**config.mk**
```make
export PLATFORM = sky130hd
export DESIGN_NAME = fb_conditioner
export DESIGN_NICKNAME = d
export VERILOG_FILES = /design/src/rtl/fb_conditioner.sv
export SDC_FILE = /design/constraint.sdc
export NUM_CORES = 1
export LEC_CHECK = 0
export ABC_AREA = 0
export CORE_ASPECT_RATIO = 0.9
export CORE_UTILIZATION = 39
export DETAILED_ROUTE_END_ITERATION = 8
export PLACE_DENSITY = 0.57
export SYNTH_ARGS = -nofsm -noshare
export SYNTH_HDL_FRONTEND = slang
export SYNTH_SLANG_ARGS = --single-unit
```
**constraint.sdc**
```tcl
create_clock -name clk_50 -period 7.6 [get_ports clk_50]
set_input_delay 2.28 -clock clk_50 [delete_from_list [all_inputs] [get_ports clk_50]]
set_output_delay 2.28 -clock clk_50 [all_outputs]
set_load 0.1 [all_outputs]
```
**src/rtl/fb_conditioner.sv**
```systemverilog
// rtl/fb_conditioner.sv - feedback pin synchronizer, deglitch filter and period qualifier
// Feeds the software PLL: measured period, 4-deep average, too-fast/too-slow flags, sig_ok.
module fb_conditioner #(
   parameter int FILTER_LEN  = 3,
   parameter int PERIOD_MIN  = 238,
   parameter int PERIOD_MAX  = 1000,
   parameter int LOCK_COUNT  = 8,
   parameter int PERIOD_BITS = 16
) (
   input  logic                   clk_50,
   input  logic                   rst_n,
   input  logic                   fb_u,
   output logic                   fb,
   output logic                   fb_rise,
   output logic [PERIOD_BITS-1:0] period,
   output logic                   period_valid,
   output logic [PERIOD_BITS-1:0] period_avg,
   output logic                   too_fast,
   output logic                   too_slow,
   output logic                   sig_ok
);

   localparam int SUM_BITS = PERIOD_BITS + 2;
   localparam logic [PERIOD_BITS-1:0] P_MIN = PERIOD_BITS'(PERIOD_MIN);
   localparam logic [PERIOD_BITS-1:0] P_MAX = PERIOD_BITS'(PERIOD_MAX);
   localparam logic [PERIOD_BITS-1:0] P_SAT = PERIOD_BITS'(PERIOD_MAX + 1);
   localparam logic [3:0]             FLT_TOP = 4'(FILTER_LEN - 1);
   localparam logic [7:0]             LOCK_N  = 8'(LOCK_COUNT);

   logic                            sync1_q, sync2_q;
   logic [3:0]                      flt_cnt_q, flt_cnt_d;
   logic                            fb_q, fb_d;
   logic                            fb_rise_q, fb_rise_d;
   logic [PERIOD_BITS-1:0]          pcnt_q, pcnt_d;
   logic                            have_edge_q, have_edge_d;
   logic [3:0][PERIOD_BITS-1:0]     hist_q, hist_d;
   logic [SUM_BITS-1:0]             sum_q, sum_d, sum_next;
   logic [PERIOD_BITS-1:0]          period_q, period_d;
   logic                            period_valid_q, period_valid_d;
   logic [PERIOD_BITS-1:0]          period_avg_q, period_avg_d;
   logic                            too_fast_q, too_fast_d;
   logic                            too_slow_q, too_slow_d;
   logic [7:0]                      good_cnt_q, good_cnt_d;
   logic                            sig_ok_q, sig_ok_d;

   logic timeout, first_edge, short_p, accept;

   // Level changes only after FILTER_LEN consecutive disagreeing synced samples.
   always_comb begin
      flt_cnt_d = 4'd0;
      fb_d      = fb_q;
      fb_rise_d = 1'b0;
      if (sync2_q != fb_q) begin
         if (flt_cnt_q == FLT_TOP) begin
            fb_d      = ~fb_q;
            fb_rise_d = ~fb_q;
         end else begin
            flt_cnt_d = flt_cnt_q + 4'd1;
         end
      end
   end

   always_comb begin
      pcnt_d = pcnt_q;
      if (fb_rise_q) begin
         pcnt_d = PERIOD_BITS'(1);
      end else if (pcnt_q != P_SAT) begin
         pcnt_d = pcnt_q + PERIOD_BITS'(1);
      end
   end

   // A rise after saturation is indistinguishable from the very first rise.
   assign timeout    = (pcnt_q == P_MAX) && !fb_rise_q;
   assign first_edge = fb_rise_q && (!have_edge_q || (pcnt_q == P_SAT));
   assign short_p    = fb_rise_q && !first_edge && (pcnt_q < P_MIN);
   assign accept     = fb_rise_q && !first_edge && !short_p;
   assign sum_next   = sum_q - SUM_BITS'(hist_q[3]) + SUM_BITS'(pcnt_q);

   always_comb begin
      have_edge_d    = have_edge_q;
      hist_d         = hist_q;
      sum_d          = sum_q;
      period_d       = period_q;
      period_avg_d   = period_avg_q;
      good_cnt_d     = good_cnt_q;
      sig_ok_d       = sig_ok_q;
      period_valid_d = 1'b0;
      too_fast_d     = 1'b0;
      too_slow_d     = 1'b0;

      if (first_edge) begin
         have_edge_d = 1'b1;
      end else if (short_p) begin
         too_fast_d = 1'b1;
         good_cnt_d = 8'd0;
         sig_ok_d   = 1'b0;
      end else if (accept) begin
         period_d       = pcnt_q;
         period_valid_d = 1'b1;
         hist_d         = {hist_q[2:0], pcnt_q};
         sum_d          = sum_next;
         period_avg_d   = PERIOD_BITS'(sum_next >> 2);
         if (good_cnt_q != LOCK_N) begin
            good_cnt_d = good_cnt_q + 8'd1;
         end
         sig_ok_d = (good_cnt_d == LOCK_N);
      end

      if (timeout) begin
         too_slow_d  = 1'b1;
         have_edge_d = 1'b0;
         good_cnt_d  = 8'd0;
         sig_ok_d    = 1'b0;
         hist_d      = '0;
         sum_d       = '0;
      end
   end

   always_ff @(posedge clk_50 or negedge rst_n) begin
      if (!rst_n) begin
         sync1_q        <= 1'b0;
         sync2_q        <= 1'b0;
         flt_cnt_q      <= 4'd0;
         fb_q           <= 1'b0;
         fb_rise_q      <= 1'b0;
         pcnt_q         <= '0;
         have_edge_q    <= 1'b0;
         hist_q         <= '0;
         sum_q          <= '0;
         period_q       <= '0;
         period_valid_q <= 1'b0;
         period_avg_q   <= '0;
         too_fast_q     <= 1'b0;
         too_slow_q     <= 1'b0;
         good_cnt_q     <= 8'd0;
         sig_ok_q       <= 1'b0;
      end else begin
         sync1_q        <= fb_u;
         sync2_q        <= sync1_q;
         flt_cnt_q      <= flt_cnt_d;
         fb_q           <= fb_d;
         fb_rise_q      <= fb_rise_d;
         pcnt_q         <= pcnt_d;
         have_edge_q    <= have_edge_d;
         hist_q         <= hist_d;
         sum_q          <= sum_d;
         period_q       <= period_d;
         period_valid_q <= period_valid_d;
         period_avg_q   <= period_avg_d;
         too_fast_q     <= too_fast_d;
         too_slow_q     <= too_slow_d;
         good_cnt_q     <= good_cnt_d;
         sig_ok_q       <= sig_ok_d;
      end
   end

   assign fb           = fb_q;
   assign fb_rise      = fb_rise_q;
   assign period       = period_q;
   assign period_valid = period_valid_q;
   assign period_avg   = period_avg_q;
   assign too_fast     = too_fast_q;
   assign too_slow     = too_slow_q;
   assign sig_ok       = sig_ok_q;

endmodule

```
==> results.yml <==
final_layout:
  layout_common_cells: "sky130_fd_sc_hd__nand2_1, sky130_fd_sc_hd__dfrtp_1, sky130_fd_sc_hd__inv_1, sky130_fd_sc_hd__nand3_1, sky130_fd_sc_hd__o21ai_0"
  final-instance-count-excl-fill: 1105
  layout_commonest_cell: "sky130_fd_sc_hd__nand2_1"
  postLayoutCoreUtil_pct: 45.7
  drive_gt1_share_pct: 7.02
  multi_input_comb_area_mm2: 0.00333
  flow.area_growth_from_synthesis_pct: 14.8
  final-seq-area_mm2: 0.00378
  final_stage_net_count: 886
  fillerInstances: 1883
  final_cell_area_mm2: 0.00875
  num_antenna_cells: 0
setup_path:
  worstSetupPathType: "reg2out"
  cp_slowest_cell: "sky130_fd_sc_hd__clkdlybuf4s50_1"
  cp_data_arrival_time_ps: 2570
  startpoint_type: "register"
  path_max_fanout: 22
  crit_path_end_kind: "primary output"
  cp_data_required_time_ps: 5320
  total_buffers_and_inverters_traversed_by_the_critical_path: 1
  largest_incremental_delay_on_the_critical_path_ps: 1270
  critical_path_cell_count: 1
  ff2ff_path_depth: 10
  cell_by_cell_listing_of_the_critical_path: "clkdlybuf4s50_1"
  timing.critical_path.max_delay_family: "buffers and inverters"
synthesis:
  synthesis.area_mm2: 0.00762
  synth_seq_area_share_pct: 49.6
  async_flop_share_pct: 100
  yosys.cell_types.count: 61
  synth_top_flop_cell: "sky130_fd_sc_hd__dfrtp_1"
  postSynthAreaPerCell_um2: 9.38
  ys_warn_count: 0
  synth-edff-count: 0
  postSynthRegisterBits: 151
  netlist_instances: 813
  synth_nets: 857
clock_network:
  post_cts.repair.setup_buffers: 0
  ctsLongestPathBuffers: 2
  cts_resized: 0
  root_buffer: "sky130_fd_sc_hd__clkbuf_16"
  cts_max_level: 4
  clk_pin_slew_worst_paths_ps: 70
  clkLatencyLatePin_ps: 430
  cts_buffers: 17
  cts_tree: "done"
  cts.hold.buffers_added: 0
  cts_sinks: 151
global_route:
  global_route.overflow_total: 0
  grt_usage_pct: 18.0
  grt_first_pass_wirelength_um: 27900
  grt_antenna_before_repair: 0
  grt_start_max_net_pins: 95
  first_global_vias: 5297
drt:
  number_of_detailed_routing_iterations_run_before_antenna_repair: 5
  routed_via_density: 4.97
  avgRoutedWirePerCell_um: 14.9
  dr_total_vias: 5487
  ant_nets: 0
  wl_um: 16500
  drc: 0
  detailedRoute.firstIterationViolations: 271
status:
  status: "finished, final reports clean"
place:
  place_congestion: 0.792
  post-dp-hpwl_um: 10800
  io_buffer_count: 40
  dp_cells: 1073
  place_area_mm2: 0.00817
  dp_worst_setup_slack_ps: 3180
min_path:
  hold_path_depth: 0
  worstHoldPathType: "reg2reg"
floorplanning:
  floorplan.die.height_um: 135
  placeableCoreArea_mm2: 0.0192
  ioPinCount: 41
  core.rowCount: 48
  die_x_um: 149
  die_area_mm2: 0.0201
  initial_utilization_pct: 39.8
timing:
  layout_min_cycle_time_ps: 4850
  setup_repair_after_global_routing_missed_its_margin: "no"
  fin_hold_ws_ps: 359
  timing.final.crit_share_pct: 63.8
  worst_clock_skew_ps: 12.4
  setup_slack_ps: 2750
  hold_viol_final: 0
  drv_slew: 0
  timing.final.setup_violations: 0
  setup_tns_ps: 0
  max_clock_freq_mhz: 206
  worst_margin_pin_slew_ps: 1010
  slew_headroom_pct: 32.6
run:
  drv_cap: 0
power_and_ir_drop:
  netSwitchingPower_mw: 0.806
  pwr-share-comb_pct: 27.9
  switching_share_pct: 33.9
  vdd_ir_drop_max_v: 0.000247
  p_int_mw: 1.57
  power.density_cell_area_mw_per_mm2: 272
  pwr-share-clk_pct: 35.0
  power.sequential.fraction_pct: 37.1
  design_power_total_mw: 2.38
  static-leakage-power_nw: 4.34
==> registers in the layout (all words and copies together), names as in the netlist, 4 cells and up <==
signal	flops
flt_cnt_q	4
good_cnt_q	8
hist_q	64
pcnt_q	16
period	16
period_avg	16
sum_q	18
==> final timing paths <==
path	from	endpoint	slack [ps]
max in group asynchronous	rst_n	period[13]	4340
max reg2reg	pcnt_q[1]	sum_q[10]	4100
min in group asynchronous	rst_n	good_cnt_q[4]	1920
min reg2reg	sync1_q	sync2_q	360
min	sync1_q	sync2_q	360
max	fb_rise	fb_rise	2750
==> cells by family after synthesis <==
family          count (synthesis)  share of synthesized area (%)
flops                         151                           49.6
mux                             7                          0.968
fa+ha+maj                      41                           8.30
buf+inv                       115                           6.79
compound gates                120                           10.1
simple gates                  347                           20.5
xor+xnor                       32                           3.68
==> power groups by stage <==
stage,clock network (mW),registers [mW],logic (mW)
2_1_floorplan,0,0.910,0.479
3_3_place_gp,0,0.896,0.663
3_5_place_dp,0,0.897,0.661
4_1_cts,0.852,0.882,0.666
5_1_grt,0.888,0.888,0.748
6_report,0.831,0.882,0.663
==> synthesized netlist by cell type (3+ instances only) <==
cell,instances,area [um^2]
sky130_fd_sc_hd__o31ai_1,4,30.0
sky130_fd_sc_hd__nor3_1,8,40.0
sky130_fd_sc_hd__o21ai_1,3,15.0
sky130_fd_sc_hd__fa_1,16,320
sky130_fd_sc_hd__a211oi_1,4,30.0
sky130_fd_sc_hd__nand2b_1,6,37.5
sky130_fd_sc_hd__o21ai_0,47,235
sky130_fd_sc_hd__ha_1,25,313
sky130_fd_sc_hd__nor3b_1,4,30.0
sky130_fd_sc_hd__inv_1,78,293
sky130_fd_sc_hd__a21oi_1,26,130
sky130_fd_sc_hd__nand2_1,192,721
sky130_fd_sc_hd__or3_1,4,25.0
sky130_fd_sc_hd__a22o_1,4,35.0
sky130_fd_sc_hd__buf_6,6,67.6
sky130_fd_sc_hd__clkbuf_1,4,15.0
sky130_fd_sc_hd__nand3_1,65,325
sky130_fd_sc_hd__and3_1,4,25.0
sky130_fd_sc_hd__mux2i_1,4,40.0
sky130_fd_sc_hd__dfrtp_1,151,3780
sky130_fd_sc_hd__mux2_2,3,33.8
sky130_fd_sc_hd__or2_2,3,18.8
sky130_fd_sc_hd__xor2_1,8,70.1
sky130_fd_sc_hd__a21o_1,7,52.6
sky130_fd_sc_hd__nor2_1,36,135
sky130_fd_sc_hd__nand4_1,11,68.8
sky130_fd_sc_hd__buf_2,23,115
sky130_fd_sc_hd__xnor2_1,24,210
==> final cells by class <==
type,count,area share [%]
tap,250,3.58
multi-input combinational,547,38.0
sequential,151,43.2
clock buffer,18,5.02
inverter,80,3.58
clock inverter,14,1.59
timing repair buffer,45,5.02
==> per-layer routing <==
layer | vias up | wire (um) | track usage, %
met5 | - | 0 | 0
met3 | 14 | 553 | 4.29
li1 | 2742 | - | -
met1 | 2648 | 8450 | 26.0
met4 | 0 | 221 | 6.75
met2 | 83 | 7280 | 26.0
(Power assumes the default switching activity.)
